[config.mk]
export PLATFORM = sky130hd
export DESIGN_NAME = gpio_irq
export DESIGN_NICKNAME = d
export VERILOG_FILES = /design/src/rtl/gpio_irq.sv
export SDC_FILE = /design/constraint.sdc
export NUM_CORES = 1
export LEC_CHECK = 0
export BUFFER_PORTS_ARGS = -buffer_cell sky130_fd_sc_hd__buf_2
export CELL_PAD_IN_SITES_DETAIL_PLACEMENT = 0
export CELL_PAD_IN_SITES_GLOBAL_PLACEMENT = 2
export CORE_ASPECT_RATIO = 0.7
export CORE_MARGIN = 2
export CORE_UTILIZATION = 38
export DETAILED_ROUTE_END_ITERATION = 7
export PLACE_DENSITY_LB_ADDON = 0.05
export SETUP_SLACK_MARGIN = 0.15
export SLEW_MARGIN = 20
export SYNTH_ARGS = -nofsm -noshare
export SYNTH_HDL_FRONTEND = slang
export SYNTH_SLANG_ARGS = --single-unit
[constraint.sdc]
create_clock -name clk_i -period 1.9 [get_ports clk_i]
set_input_delay 0 -clock clk_i [delete_from_list [all_inputs] [get_ports clk_i]]
set_output_delay 0 -clock clk_i [all_outputs]
set_load 0.01 [all_outputs]
[src/rtl/gpio_irq.sv]
// rtl/gpio_irq.sv - GPIO input synchroniser, debouncer, edge latch and IRQ for 13 pins
module gpio_irq (
  input  logic        clk_i,
  input  logic        rst_n_i,
  input  logic        wr_n,
  input  logic [2:0]  reg_addr_i,
  input  logic [7:0]  data_i,
  input  logic        irq_cs,
  output logic [7:0]  data_o,
  input  logic [12:0] gpio_in,
  output logic        irq_n
);

  logic [12:0] pend_q, pend_d;
  logic [12:0] en_q, en_d;
  logic [12:0] edge_sel_q, edge_sel_d;
  logic [7:0]  presc_q, presc_d;
  logic [7:0]  cnt_q, cnt_d;
  logic [12:0] sync1_q, sync2_q;
  logic [12:0] s0_q, s0_d, s1_q, s1_d;
  logic [12:0] f_q, f_d;
  logic        irq_n_q, irq_n_d;

  logic        wr_en;
  logic        tick;
  logic [12:0] set_v;
  logic [12:0] clr_v;

  assign wr_en = irq_cs & ~wr_n;
  assign tick  = (cnt_q == presc_q);

  always_comb begin
    pend_d     = pend_q;
    en_d       = en_q;
    edge_sel_d = edge_sel_q;
    presc_d    = presc_q;
    cnt_d      = tick ? 8'd0 : cnt_q + 8'd1;
    s0_d       = s0_q;
    s1_d       = s1_q;
    f_d        = f_q;
    clr_v      = '0;
    set_v      = '0;

    // f rises on three high samples, falls on three low samples, else holds
    if (tick) begin
      s0_d = sync2_q;
      s1_d = s0_q;
      f_d  = (f_q | (s1_q & s0_q & sync2_q)) & (s1_q | s0_q | sync2_q);
    end

    set_v = (f_d & ~f_q & ~edge_sel_q) | (~f_d & f_q & edge_sel_q);

    if (wr_en) begin
      case (reg_addr_i)
        3'd0: clr_v[7:0]       = data_i;
        3'd1: clr_v[12:8]      = data_i[4:0];
        3'd2: en_d[7:0]        = data_i;
        3'd3: en_d[12:8]       = data_i[4:0];
        3'd4: edge_sel_d[7:0]  = data_i;
        3'd5: edge_sel_d[12:8] = data_i[4:0];
        3'd6: begin
          presc_d = data_i;
          cnt_d   = 8'd0;
        end
        default: ;
      endcase
    end

    // a set landing with a clear on the same edge keeps the flag
    pend_d  = (pend_q & ~clr_v) | set_v;
    irq_n_d = ~|(pend_q & en_q);
  end

  always_ff @(posedge clk_i or negedge rst_n_i) begin
    if (!rst_n_i) begin
      pend_q     <= '0;
      en_q       <= '0;
      edge_sel_q <= '0;
      presc_q    <= '0;
      cnt_q      <= '0;
      sync1_q    <= '0;
      sync2_q    <= '0;
      s0_q       <= '0;
      s1_q       <= '0;
      f_q        <= '0;
      irq_n_q    <= 1'b1;
    end else begin
      pend_q     <= pend_d;
      en_q       <= en_d;
      edge_sel_q <= edge_sel_d;
      presc_q    <= presc_d;
      cnt_q      <= cnt_d;
      sync1_q    <= gpio_in;
      sync2_q    <= sync1_q;
      s0_q       <= s0_d;
      s1_q       <= s1_d;
      f_q        <= f_d;
      irq_n_q    <= irq_n_d;
    end
  end

  always_comb begin
    data_o = 8'h00;
    case (reg_addr_i)
      3'd0: data_o = pend_q[7:0];
      3'd1: data_o = {3'b000, pend_q[12:8]};
      3'd2: data_o = en_q[7:0];
      3'd3: data_o = {3'b000, en_q[12:8]};
      3'd4: data_o = edge_sel_q[7:0];
      3'd5: data_o = {3'b000, edge_sel_q[12:8]};
      3'd6: data_o = presc_q;
      3'd7: data_o = {7'b0000000, ~irq_n_q};
      default: data_o = 8'h00;
    endcase
  end

  assign irq_n = irq_n_q;

endmodule

* Yosys cells after proc, flatten, opt, wreduce, memory -nomap -nowiden
Index checks and enable logic that the tools add are counted.
** Operators by class
- Multiplexer cells :: 8
- Bitwise logic cells :: 21
- Reduce and logical (&&, ||, !) cells :: 8
- Equality and inequality tests :: 8
- $add $sub $neg :: 1
** Operators with widths (count)
- 13-bit AND :: 9
- 13-bit OR :: 5
- 8-bit one-hot mux with 8 select lines :: 1
- 13-bit NOT :: 4
- 8-bit two-way mux :: 4
- 13-bit two-way mux :: 2
- 13-bit OR reduction :: 1
- 3-bit equality test (second input constant) :: 4
- 2-bit AND reduction :: 5
- 8-bit by 1-bit adder with 8-bit output (second input constant) :: 1
- 8-bit equality test :: 1
- 3-bit by 2-bit equality test with 1-bit output (second input constant) :: 2
- 5-bit two-way mux :: 1
- 3-bit by 1-bit equality test with 1-bit output (second input constant) :: 1
- 3-bit logical NOT :: 1
- 1-bit NOT :: 2
- 1-bit AND :: 1
- 1-bit logical NOT :: 1
** Storage, ports and cells
- Bits in registers :: 121
- Word-level logic and storage cells :: 59
- Bits of input ports :: 28
- Output and inout bits :: 9

* Longest topological paths before layout
Gate-level depths: netlist (run 1).
- Depth in word-level cells :: 10
- Gate-level depth with buffers :: 6
- Gate-level depth less buffers :: 4

* Worst setup path after synthesis (run 1)
OpenSTA, ideal clock, no wires.
- Path kind :: register to register
- Start point :: reg cnt_q[2]
- End point :: reg s0_q[0]
- Required time :: 1772 ps
- Path buffers :: 2
- Path slack :: 89 ps
- Cell stages (with the launch flop) :: 7
- Clock period less this slack :: 1811 ps
- Library setup time :: 128 ps
- Arrival time :: 1684 ps
- Cell sequence :: dfrtp_1 > xor2_1 > nor4_4 > and2_1 > buf_2 > buf_4 > mux2_1
** On the way
- Longest elaborated chain between the ends :: 1
** RTL lines
- start: declaration :: RTL line 18 : logic [7:0] cnt_q, cnt_d;
- start signal: assignment :: RTL line 92 : cnt_q <= cnt_d;
- 8-bit equality test :: RTL line 30 : assign tick = (cnt_q == presc_q);
- end signal: assignment :: RTL line 83 : s0_q <= '0;
- end signal: assignment :: RTL line 95 : s0_q <= s0_d;
- end: declaration :: RTL line 20 : logic [12:0] s0_q, s0_d, s1_q, s1_d;
No other way between the ends.
A chain may end at the register's enable or synchronous reset.

* Worst setup path in the final report (run 1)
- Start point :: reg irq_n_q (netlist: irq_n)
- End point :: out data_o[0]
** On the way
- Longest elaborated chain between the ends :: 2
** RTL lines
- start: declaration :: RTL line 22 : logic irq_n_q, irq_n_d;
- start signal: assignment :: RTL line 98 : irq_n_q <= irq_n_d;
- 1-bit NOT :: RTL line 112 : 3'd7: data_o = {7'b0000000, ~irq_n_q};
- 8-bit one-hot mux with 8 select lines :: RTL line 104 : case (reg_addr_i)
- end: declaration :: RTL line 9 : output logic [7:0] data_o,
No other way between the ends.

==> out/results.tsv, run 1 <==
stage	metric	value	unit
power_and_ir_drop	leakagePower	3.09	nW
timing	setup_tns	0	ps
logic_synthesis	avgSynthCellArea	12.5	sq um
worst_hold_path	min_path_type	in2async	
clock_network	path_clk_slew	50	ps
logic_synthesis	synth_cells	432	
logic_synthesis	yosysWarningCount	0	
logic_synthesis	synthFlopType	dfrtp_1	
global_routing	grt_pass1_wl	23400	microns
setup_path	crit_type	reg2out	
drt	antenna_left	0	
clock_network	cts_buffers	17	
logic_synthesis	synth.yosys.seq_area_share	55.9	%
power_and_ir_drop	p_total	9.39	mW
timing	fin_crit	1820	ps
drt	wl	14500	microns
run_status	outcome	finished clean	
finish	num_antenna_cells	0	
timing	setup_viol_count_final	0	
clock_network	cts_tree	built	
setup_path	cp.buffers_inverters	2	
logic_synthesis	yosys.area.top_type	dfrtp_1	
floorplanning	start_util	38.9	%
floorplanning	dieArea	15200	sq um
clock_network	htreeDepth	4	
floorplanning	core-area	13900	sq um
setup_path	crit_fanout	2	
drt	drt_iter0_drc	275	
logic_synthesis	netlist_area	5420	sq um
placed_design	dp_hpwl	9660	microns
timing	slew_headroom	66.0	%
setup_path	max_stage_delay	540	ps
timing	hold_slack	66.4	ps
logic_synthesis	yosys-top-cells-count	dfrtp_1 (120), mux2_2 (36), nand2_1 (29)	
timing	max_freq	549	MHz
setup_path	start_kind	register	
setup_path	slowest_stage	dfstp_2	
clock_network	cts_sinks	121	
drt	drc	0	
logic_synthesis	yosys-top-cells-area	dfrtp_1 (55%), mux2_2 (7.5%), mux2_1 (5.4%)	
drt	firstDrtPassIters	4	
placed_design	gp_congestion	0.853	
logic_synthesis	syn_nets	461	
floorplanning	chipWidth	147	microns
logic_synthesis	yosysMostFrequentCell	dfrtp_1	
floorplanning	num_io_pins	37	
setup_path	crit_path_end_kind	primary output	
global_routing	grt_pass1_vias	4070	
logic_synthesis	synth_top_area_share	55.4	%
setup_path	required	1900	ps
setup_path	critical_path.cell_chain	inv_2 > mux4_2 > mux2_4 > buf_6	
clock_network	cts_buffer_depth	2	
logic_synthesis	async_flop_share	100	%
finish	area_delta_synth_final	33.8	%
placed_design	dp_cells	665	
power_and_ir_drop	ir_drop	0.000612	V
job	cap_violations	0	
clock_network	root_buffer	clkbuf_16	
drt	vias	3976	
timing	hold_violations	0	
timing	slew_viol_final	0	
logic_synthesis	synth_cell_types	44	
timing	worstMarginPinSlew	509	ps
placed_design	io_buffers	36	
floorplanning	num_rows	36	
clock_network	insertion_delay	420	ps
finish	fin_cells	735	
logic_synthesis	synth_edf_count	0	
finish	nets	561	
setup_path	cp.arrival	1820	ps
timing	fin_skew	19.3	ps
timing	period_share	95.9	%
setup_path	cp_top_family	multiplexers	
drt	wire_per_inst	19.8	microns
global_routing	grt_usage	20.2	%
timing	rsz0062_at_grt	true	
finish	drive_above_1_share	36.5	%
floorplanning	dieHeight	104	microns
drt	avgViaCountPerCell	5.41	
power_and_ir_drop	power_density	1290	nW/um^2
global_routing	antenna_found_initial	0	
global_routing	gr-total-overflow	0	
logic_synthesis	ys_ff_latch	121	
global_routing	grt_max_degree	79	
==> final timing paths <==
check	start	endpoint	slack, ps	cells after the start
worst max register to register	presc_q[5]$_DFFE_PN0P_	s0_q[0]$_DFFE_PN0N_	110	5
worst min-delay path	rst_n_i	sync1_q[8]$_DFF_PN0_	70	2
min in group clk_i	gpio_in[2]	sync1_q[2]$_DFF_PN0_	230	2
worst min register to register	sync1_q[4]$_DFF_PN0_	sync2_q[4]$_DFF_PN0_	350	0
worst max-delay path	irq_n$_DFF_PN1_	data_o[0]	80	4
max in group asynchronous	rst_n_i	presc_q[6]$_DFFE_PN0P_	1040	3
==> cells in the final DEF, fill, tap and decap left out, drive strengths merged, types with 3 or more instances in the layout <==
master / n
a211oi: 14
a21oi: 5
a22o: 6
a22oi: 5
a31oi: 8
a41oi: 13
and3: 3
buf: 77
bufinv: 4
clkbuf: 23
clkinv: 4
dfrtp: 120
dlygate4sd3: 22
inv: 3
mux2: 62
mux2i: 3
mux4: 6
nand2: 29
nand3: 7
nand3b: 4
nand4b: 6
nor2: 22
nor2b: 6
nor3: 20
nor3b: 10
nor4: 10
nor4b: 6
o21ai: 7
o2bb2ai: 7
or3b: 3
xor2: 13
==> layout make-up <==
| cell class | instances | area (sq um) |
|---|---|---|
| flip-flops and latches | 121 | 3030 |
| clock inverters | 10 | 166 |
| well taps | 190 | 238 |
| repair buffers | 100 | 867 |
| multi-input cells | 289 | 2460 |
| clock buffers | 22 | 474 |
| fillers | 1181 | 6670 |
| inverters | 3 | 11.3 |
==> metrics by stage <==
stage                     worst slack [ps]  instance area (sq um)  util, %
final                                 77.2                   7250     52.1
after global routing                  21.5                   7250     52.1
after CTS                             60.3                   7110     51.1
after detailed placement           -0.0381                   6040     43.4
after global placement                41.9                   6040     43.4
after floorplan                        103                   5490        -
==> power breakdown <==
group | total (mW) | internal, mW | switching [mW]
combinational | 2.11 | 1.17 | 0.937
sequential | 3.81 | 3.14 | 0.666
clock | 3.46 | 2.30 | 1.16
==> state kept, by name (all words and copies together) (netlist names), 13 cells and up <==
register and flops:
en_q 13, s0_q 13, s1_q 13, sync2_q 13
f_q 13, edge_sel_q 13, pend_q 13, sync1_q 13
==> routing by layer <==
metal	track usage, %	share of wire [%]	vias up
li1	-	-	1832
met1	31.1	51	2055
met2	28.2	44	80
met3	5.09	4.2	9
met4	5.69	0.88	0
met5	0	0	-
==> logic make-up after synthesis <==
kind of cell | share of synthesized area, %
flops | 55.9
simple gates | 13.9
buf+inv | 1.92
xor+xnor | 2.26
compound gates | 9.84
fa+ha+maj | 0.231
mux | 15.9
==> repair_timing <==
action                     4_1_cts  5_1_grt
hold endpoints to repair       113        0
buffers inserted                10        3
hold buffers                    22        0
gates cloned                     2        1
setup endpoints to repair       38       58
resized for setup               20       21
pin swaps                        3        7
(Power assumes the default switching activity.)
==> run 2, diff against run 1 <==
--- a/config.mk
+++ b/config.mk
@@ -13,6 +13,7 @@
 export CORE_UTILIZATION = 38
 export DETAILED_ROUTE_END_ITERATION = 7
 export PLACE_DENSITY_LB_ADDON = 0.05
+export RECOVER_POWER = 100
 export SETUP_SLACK_MARGIN = 0.15
 export SLEW_MARGIN = 20
 export SYNTH_ARGS = -nofsm -noshare
==> out/results.tsv, run 2 (synthesis results as in run 1) <==
stage	metric	value	unit	change
run_status	outcome	finished clean		
finish	area_delta_synth_final	32.0	%	
timing	period_share	95.8	%	-0.12 points
worst_hold_path	min_path_type	in2async		
floorplanning	start_util	38.9	%	unchanged
placed_design	dp_hpwl	9660	microns	unchanged
finish	final_common_cell	dfrtp_1		
setup_path	cp_top_family	multiplexers		
power_and_ir_drop	p_sw_share	29.6	%	+0.15 points
global_routing	grt_usage	20.2	%	unchanged
power_and_ir_drop	power_switching	2.75	mW	-0.41%
floorplanning	dieHeight	104	microns	unchanged
global_routing	grt_pass1_vias	4070		unchanged
timing	slew_viol_final	0		unchanged
placed_design	dp_cells	665		unchanged
setup_path	timing.rr.start	presc_q[5]$_DFFE_PN0P_		
setup_path	critical_path.cell_chain	inv_2 > mux4_2 > mux2_4 > buf_6		
setup_path	max_stage_delay	540	ps	about the same
power_and_ir_drop	leakagePower	3.02	nW	-2.5%
drt	drc	0		unchanged
timing	fin_ws	79.4	ps	+2.22 ps
setup_path	crit_fanout	2		unchanged
finish	fin_area	7160	sq um	-1.3%
drt	avgViaCountPerCell	5.45		+0.78%
drt	vias	4007		+0.78%
clock_network	path_clk_slew	50	ps	about the same
global_routing	grt_pass1_wl	23400	microns	unchanged
drt	antenna_left	0		unchanged
drt	firstDrtPassIters	4		unchanged
job	cap_violations	0		unchanged
finish	drive_above_1_share	31.9	%	-4.6 points
drt	wl	14600	microns	+0.38%
placed_design	gp_congestion	0.853		unchanged
clock_network	htreeDepth	4		unchanged
timing	slew_headroom	46.1	%	-20 points
timing	setup_tns	0	ps	unchanged
setup_path	required	1900	ps	about the same
global_routing	grt_max_degree	79		unchanged
global_routing	gr-total-overflow	0		unchanged
setup_path	worstRegToRegCells	5		unchanged
setup_path	slowest_stage	dfstp_2		
drt	drt_iter0_drc	278		+1.1%
clock_network	cts_sinks	121		unchanged
finish	multi_input_area	2420	sq um	-1.7%
setup_path	cp.buffers_inverters	2		unchanged
global_routing	antenna_found_initial	0		unchanged
timing	setup_viol_count_final	0		unchanged
power_and_ir_drop	seqPwrFrac	41.0	%	+0.4 points
power_and_ir_drop	p_int	6.55	mW	-1.1%
timing	hold_violations	0		unchanged
floorplanning	num_io_pins	37		unchanged
finish	nets	561		unchanged
clock_network	cts_buffer_depth	2		unchanged
floorplanning	num_rows	36		unchanged
timing	fin_crit	1820	ps	-2.22 ps
placed_design	post-place-ws	-0.0381	ps	unchanged
power_and_ir_drop	clock_power_share	37.3	%	+0.4 points
floorplanning	dieArea	15200	sq um	unchanged
finish	fin_cells	735		unchanged
placed_design	post_dp_cell_area	6040	sq um	unchanged
setup_path	start_kind	register		
finish	regArea	3030	sq um	unchanged
timing	worstMarginPinSlew	809	ps	+300 ps
floorplanning	core-area	13900	sq um	unchanged
finish	num_antenna_cells	0		unchanged
clock_network	root_buffer	clkbuf_16		
clock_network	cts_tree	built		
setup_path	reg2reg_to	s0_q[7]$_DFFE_PN0N_		
timing	fin_skew	15.2	ps	-4.11 ps
power_and_ir_drop	ir_drop	0.000640	V	+4.7%
placed_design	io_buffers	36		unchanged
finish	nFillCells	1202		+1.8%
finish	final_cell_mix	dfrtp_1 (119), mux2_2 (35), nand2_1 (29), buf_2 (26), dlygate4sd3_1 (22)		
power_and_ir_drop	p_comb_share	21.8	%	-0.7 points
setup_path	crit_type	reg2out		
timing	rsz0062_at_grt	true		
setup_path	crit_cells	4		unchanged
clock_network	cts_buffers	17		unchanged
timing	max_freq	549	MHz	+0.12%
setup_path	ff2ff_setup_slack	90	ps	-20 ps
floorplanning	chipWidth	147	microns	unchanged
clock_network	insertion_delay	410	ps	about the same
setup_path	cp.arrival	1820	ps	about the same
power_and_ir_drop	power_density	1300	nW/um^2	+0.36%
drt	wire_per_inst	19.8	microns	+0.38%
setup_path	crit_path_end_kind	primary output		
-- run 2: cell count changes in the layout (fill, tap and decap cells not counted), moves of 2 or more --
cell      before  now
mux2_1         8   15
buf_2         34   26
clkbuf_1       2   16
mux2_4        19   12
buf_4         30   21
clkbuf_2       0    2
buf_6          5    7
-- run 2: metrics by stage --
step	utilization [%]	total power, mW	hold slack (ps)
6_report	51.4	9.30	210
5_1_grt	51.4	9.80	212
4_1_cts	51.1	9.35	67.9
3_5_place_dp	43.4	5.61	-33.5
3_3_place_gp	43.4	5.56	-39.9
2_1_floorplan	-	4.85	-296
-- run 2: worst reg2reg max path, delay by kind of cell (launching register included) --
kind	cells	cell delay (ps)
DFF	1	390
buffers and inverters	1	150
and+or+nand+nor	2	650
muxes	1	320
xor gates and xnor gates	1	190
-- run 2: final cells by class --
cell class              instances  share of cell area (%)
inverters                       3                   0.157
clock inverters                10                    2.33
well taps                     190                    3.32
clock buffers                  22                    6.63
repair buffers                100                    11.4
multi-input cells             289                    33.8
flip-flops and latches        121                    42.4
-- run 2: power by group through the flow --
stage               Clock [mW]  Sequential [mW]  Combinational (mW)
floorplan                    0             3.65                1.20
global placement             0             3.81                1.75
detailed placement           0             3.82                1.79
CTS                       3.54             3.79                2.01
global route              3.68             3.90                2.22
finish                    3.46             3.81                2.02
-- run 2: how the worst max path moves through the flow --
stage                                      start                    to  slack (ps)
after floorplan               cnt_q[0]$_DFF_PN0_   s0_q[0]$_DFFE_PN0N_         100
after global placement    presc_q[5]$_DFFE_PN0P_   s0_q[4]$_DFFE_PN0N_          40
after detailed placement  presc_q[5]$_DFFE_PN0P_   s0_q[4]$_DFFE_PN0N_       -0.04
after CTS                 presc_q[6]$_DFFE_PN0P_  s0_q[10]$_DFFE_PN0N_          60
after global routing      presc_q[5]$_DFFE_PN0P_      f_q[5]$_DFF_PN0_          10
final                            irq_n$_DFF_PN1_             data_o[0]          80
-- run 2: routing by layer --
layer / routed length (microns) / track usage, % / vias up
met5: 0 / 0 / -
met4: 169 / 5.69 / 0
met3: 579 / 5.09 / 13
met2: 6290 / 28.2 / 82
met1: 7540 / 31.1 / 2076
li1: - / - / 1836
-- run 2: timing repair --
item,4_1_cts,5_1_grt
cloned,2,1
pin swaps,3,7
gates resized for setup,20,21
endpoints found under the setup margin,38,58
buffers inserted,10,3
hold buffers,22,0
hold endpoints to repair,113,0
==> run 3, diff against run 2 <==
--- a/config.mk
+++ b/config.mk
@@ -10,7 +10,7 @@
 export CELL_PAD_IN_SITES_GLOBAL_PLACEMENT = 2
 export CORE_ASPECT_RATIO = 0.7
 export CORE_MARGIN = 2
-export CORE_UTILIZATION = 38
+export CORE_UTILIZATION = 45
 export DETAILED_ROUTE_END_ITERATION = 7
 export PLACE_DENSITY_LB_ADDON = 0.05
 export RECOVER_POWER = 100
==> constraint.sdc (replaced) <==
create_clock -name clk_i -period 2.3 [get_ports clk_i]
set_input_delay 0 -clock clk_i [delete_from_list [all_inputs] [get_ports clk_i]]
set_output_delay 0 -clock clk_i [all_outputs]
set_load 0.01 [all_outputs]
==> out/results.tsv, run 3 (synthesis results as in run 1) <==
stage	metric	value	unit	change
timing	hold_slack	99.0	ps	-111 ps
clock_network	insertion_delay	410	ps	about the same
clock_network	root_buffer	clkbuf_16		
power_and_ir_drop	seqPwrFrac	45.4	%	+4.4 points
setup_path	crit_path_end_kind	register		
power_and_ir_drop	p_sw_share	30.0	%	+0.37 points
timing	slew_viol_final	0		unchanged
setup_path	cp.arrival	2290	ps	+470 ps
drt	wl	12300	microns	-16%
power_and_ir_drop	p_comb_share	17.7	%	-4.1 points
clock_network	path_clk_slew	50	ps	about the same
floorplanning	chipWidth	135	microns	-7.9%
setup_path	ff2ff_setup_slack	290	ps	+200 ps
clock_network	cts_tree	built		
setup_path	start_kind	register		
drt	wl_met1	6250	microns	-17%
worst_hold_path	min_path_type	in2reg		
clock_network	cts_buffer_depth	2		unchanged
finish	nFillCells	974		-19%
timing	fin_ws	289	ps	+210 ps
drt	firstDrtPassIters	4		unchanged
floorplanning	num_rows	33		-8.3%
finish	fin_cells	670		-8.8%
power_and_ir_drop	ir_drop	0.000557	V	-13%
drt	wire_per_inst	18.3	microns	-7.6%
placed_design	post-place-ws	400	ps	+400 ps
finish	fin_util	56.0	%	+4.6 points
global_routing	grt_pass1_wl	20300	microns	-14%
placed_design	post_dp_cell_area	5810	sq um	-3.8%
finish	area_delta_synth_final	21.3	%	
finish	final_common_cell	dfrtp_1		
finish	nets	530		-5.5%
global_routing	gr-total-overflow	0		unchanged
timing	slew_headroom	30.8	%	-15 points
floorplanning	dieArea	12900	sq um	-15%
timing	period_share	87.4	%	
placed_design	gp_congestion	0.784		-8.0%
placed_design	dp_cells	616		-7.4%
floorplanning	num_io_pins	37		unchanged
finish	num_antenna_cells	0		unchanged
global_routing	grt_pass1_vias	3828		-5.9%
timing	setup_tns	0	ps	unchanged
power_and_ir_drop	p_total	6.91	mW	-26%
finish	drive_above_1_share	21.6	%	-10 points
drt	wl_met3	397	microns	-31%
timing	max_freq	497	MHz	
drt	dr_wl_met2	5560	microns	-12%
setup_path	required	2580	ps	+680 ps
floorplanning	start_util	46.2	%	+7.3 points
placed_design	dp_hpwl	8290	microns	-14%
setup_path	crit_fanout	20		+18
drt	drc	0		unchanged
global_routing	grt_max_degree	80		+1.3%
timing	hold_violations	0		unchanged
finish	fin_area	6570	sq um	-8.1%
finish	final_cell_mix	dfrtp_1 (120), mux2_2 (36), nand2_1 (29), mux2_1 (26), buf_2 (25)		
power_and_ir_drop	leakagePower	2.77	nW	-8.1%
finish	regArea	3030	sq um	about the same
setup_path	worstRegToRegCells	5		unchanged
power_and_ir_drop	power_density	1050	nW/um^2	-19%
drt	vias	3761		-6.1%
timing	fin_crit	2010	ps	
clock_network	cts_sinks	121		unchanged
timing	fin_skew	6.69	ps	-8.49 ps
finish	multi_input_area	2280	sq um	-5.7%
placed_design	io_buffers	36		unchanged
worst_hold_path	min-delay-start	wr_n		
worst_hold_path	hold_end	pend_q[7]$_DFF_PN0_		
power_and_ir_drop	clock_power_share	36.9	%	-0.4 points
global_routing	grt_usage	21.0	%	+0.76 points
drt	highest_layer	met4		
floorplanning	dieHeight	95.8	microns	-7.8%
worst_hold_path	worstHoldPathCells	5		
power_and_ir_drop	p_int	4.84	mW	-26%
setup_path	reg2reg_to	s1_q[3]$_DFFE_PN0N_		
global_routing	antenna_found_initial	0		unchanged
floorplanning	core-area	11700	sq um	-16%
clock_network	cts_buffers	17		unchanged
setup_path	timing.rr.start	presc_q[1]$_DFFE_PN0P_		
setup_path	crit_type	reg2reg		
power_and_ir_drop	power_switching	2.07	mW	-25%
drt	avgViaCountPerCell	5.61		+3.0%
job	cap_violations	0		unchanged
clock_network	htreeDepth	4		unchanged
timing	rsz0062_at_grt	false		
run_status	outcome	finished clean		
drt	drt_iter0_drc	248		-11%
drt	antenna_left	0		unchanged
timing	worstMarginPinSlew	1040	ps	+230 ps
timing	setup_viol_count_final	0		unchanged
-- run 3: cell count changes in the layout (fill, tap and decap cells not counted), moves of 3 or more --
cell / change
mux2_1: +11
a211oi_1: +5
mux2_4: -12
buf_4: -17
buf_6: -7
clkinv_2: +3
a211oi_2: -5
-- run 3: layout make-up --
cell class / instances / share of cell area, %
multi-input cells: 289 / 34.7
flip-flops and latches: 121 / 46.1
well taps: 157 / 2.99
repair buffers: 69 / 7.37
clock buffers: 19 / 6.74
clock inverters: 12 / 1.94
inverters: 3 / 0.171
-- run 3: how the worst max path moves through the flow --
| stage | from | endpoint | slack [ps] | cells past startpoint |
|---|---|---|---|---|
| floorplan | cnt_q[2]$_DFF_PN0_ | s0_q[0]$_DFFE_PN0N_ | 490 | 6 |
| global placement | cnt_q[2]$_DFF_PN0_ | s0_q[7]$_DFFE_PN0N_ | 450 | 5 |
| detailed placement | cnt_q[2]$_DFF_PN0_ | s0_q[4]$_DFFE_PN0N_ | 400 | 5 |
| CTS | cnt_q[2]$_DFF_PN0_ | s0_q[0]$_DFFE_PN0N_ | 390 | 5 |
| global route | cnt_q[1]$_DFF_PN0_ | s1_q[1]$_DFFE_PN0N_ | 200 | 5 |
| finish | presc_q[1]$_DFFE_PN0P_ | s1_q[3]$_DFFE_PN0N_ | 290 | 5 |
-- run 3: per-layer routing --
| layer | vias up | GRT usage [%] |
|---|---|---|
| met2 | 49 | 32.4 |
| met1 | 1922 | 29.5 |
| met4 | 0 | 6.86 |
| met5 | - | 0 |
| li1 | 1781 | - |
| met3 | 9 | 5.21 |
-- run 3: timing repair --
action	in CTS	in global routing
resized for setup	0	0
buffers inserted	0	0
endpoints found under the hold margin	180	0
hold buffers	23	0
-- run 3: critical path, cell delays in order, from the launching register on --
cell	delay [ps]
dfrtp_1	430
xor2_1	200
nor4_4	310
nand2_1	100
clkbuf_2	400
mux2_1	440
-- run 3: power by group through the flow --
stage,Combinational (mW),Clock [mW],Sequential (mW)
3_5_place_dp,1.21,0,3.17
5_1_grt,1.37,2.73,3.22
6_report,1.22,2.55,3.14
4_1_cts,1.25,2.60,3.13
3_3_place_gp,1.18,0,3.15
2_1_floorplan,0.914,0,3.00
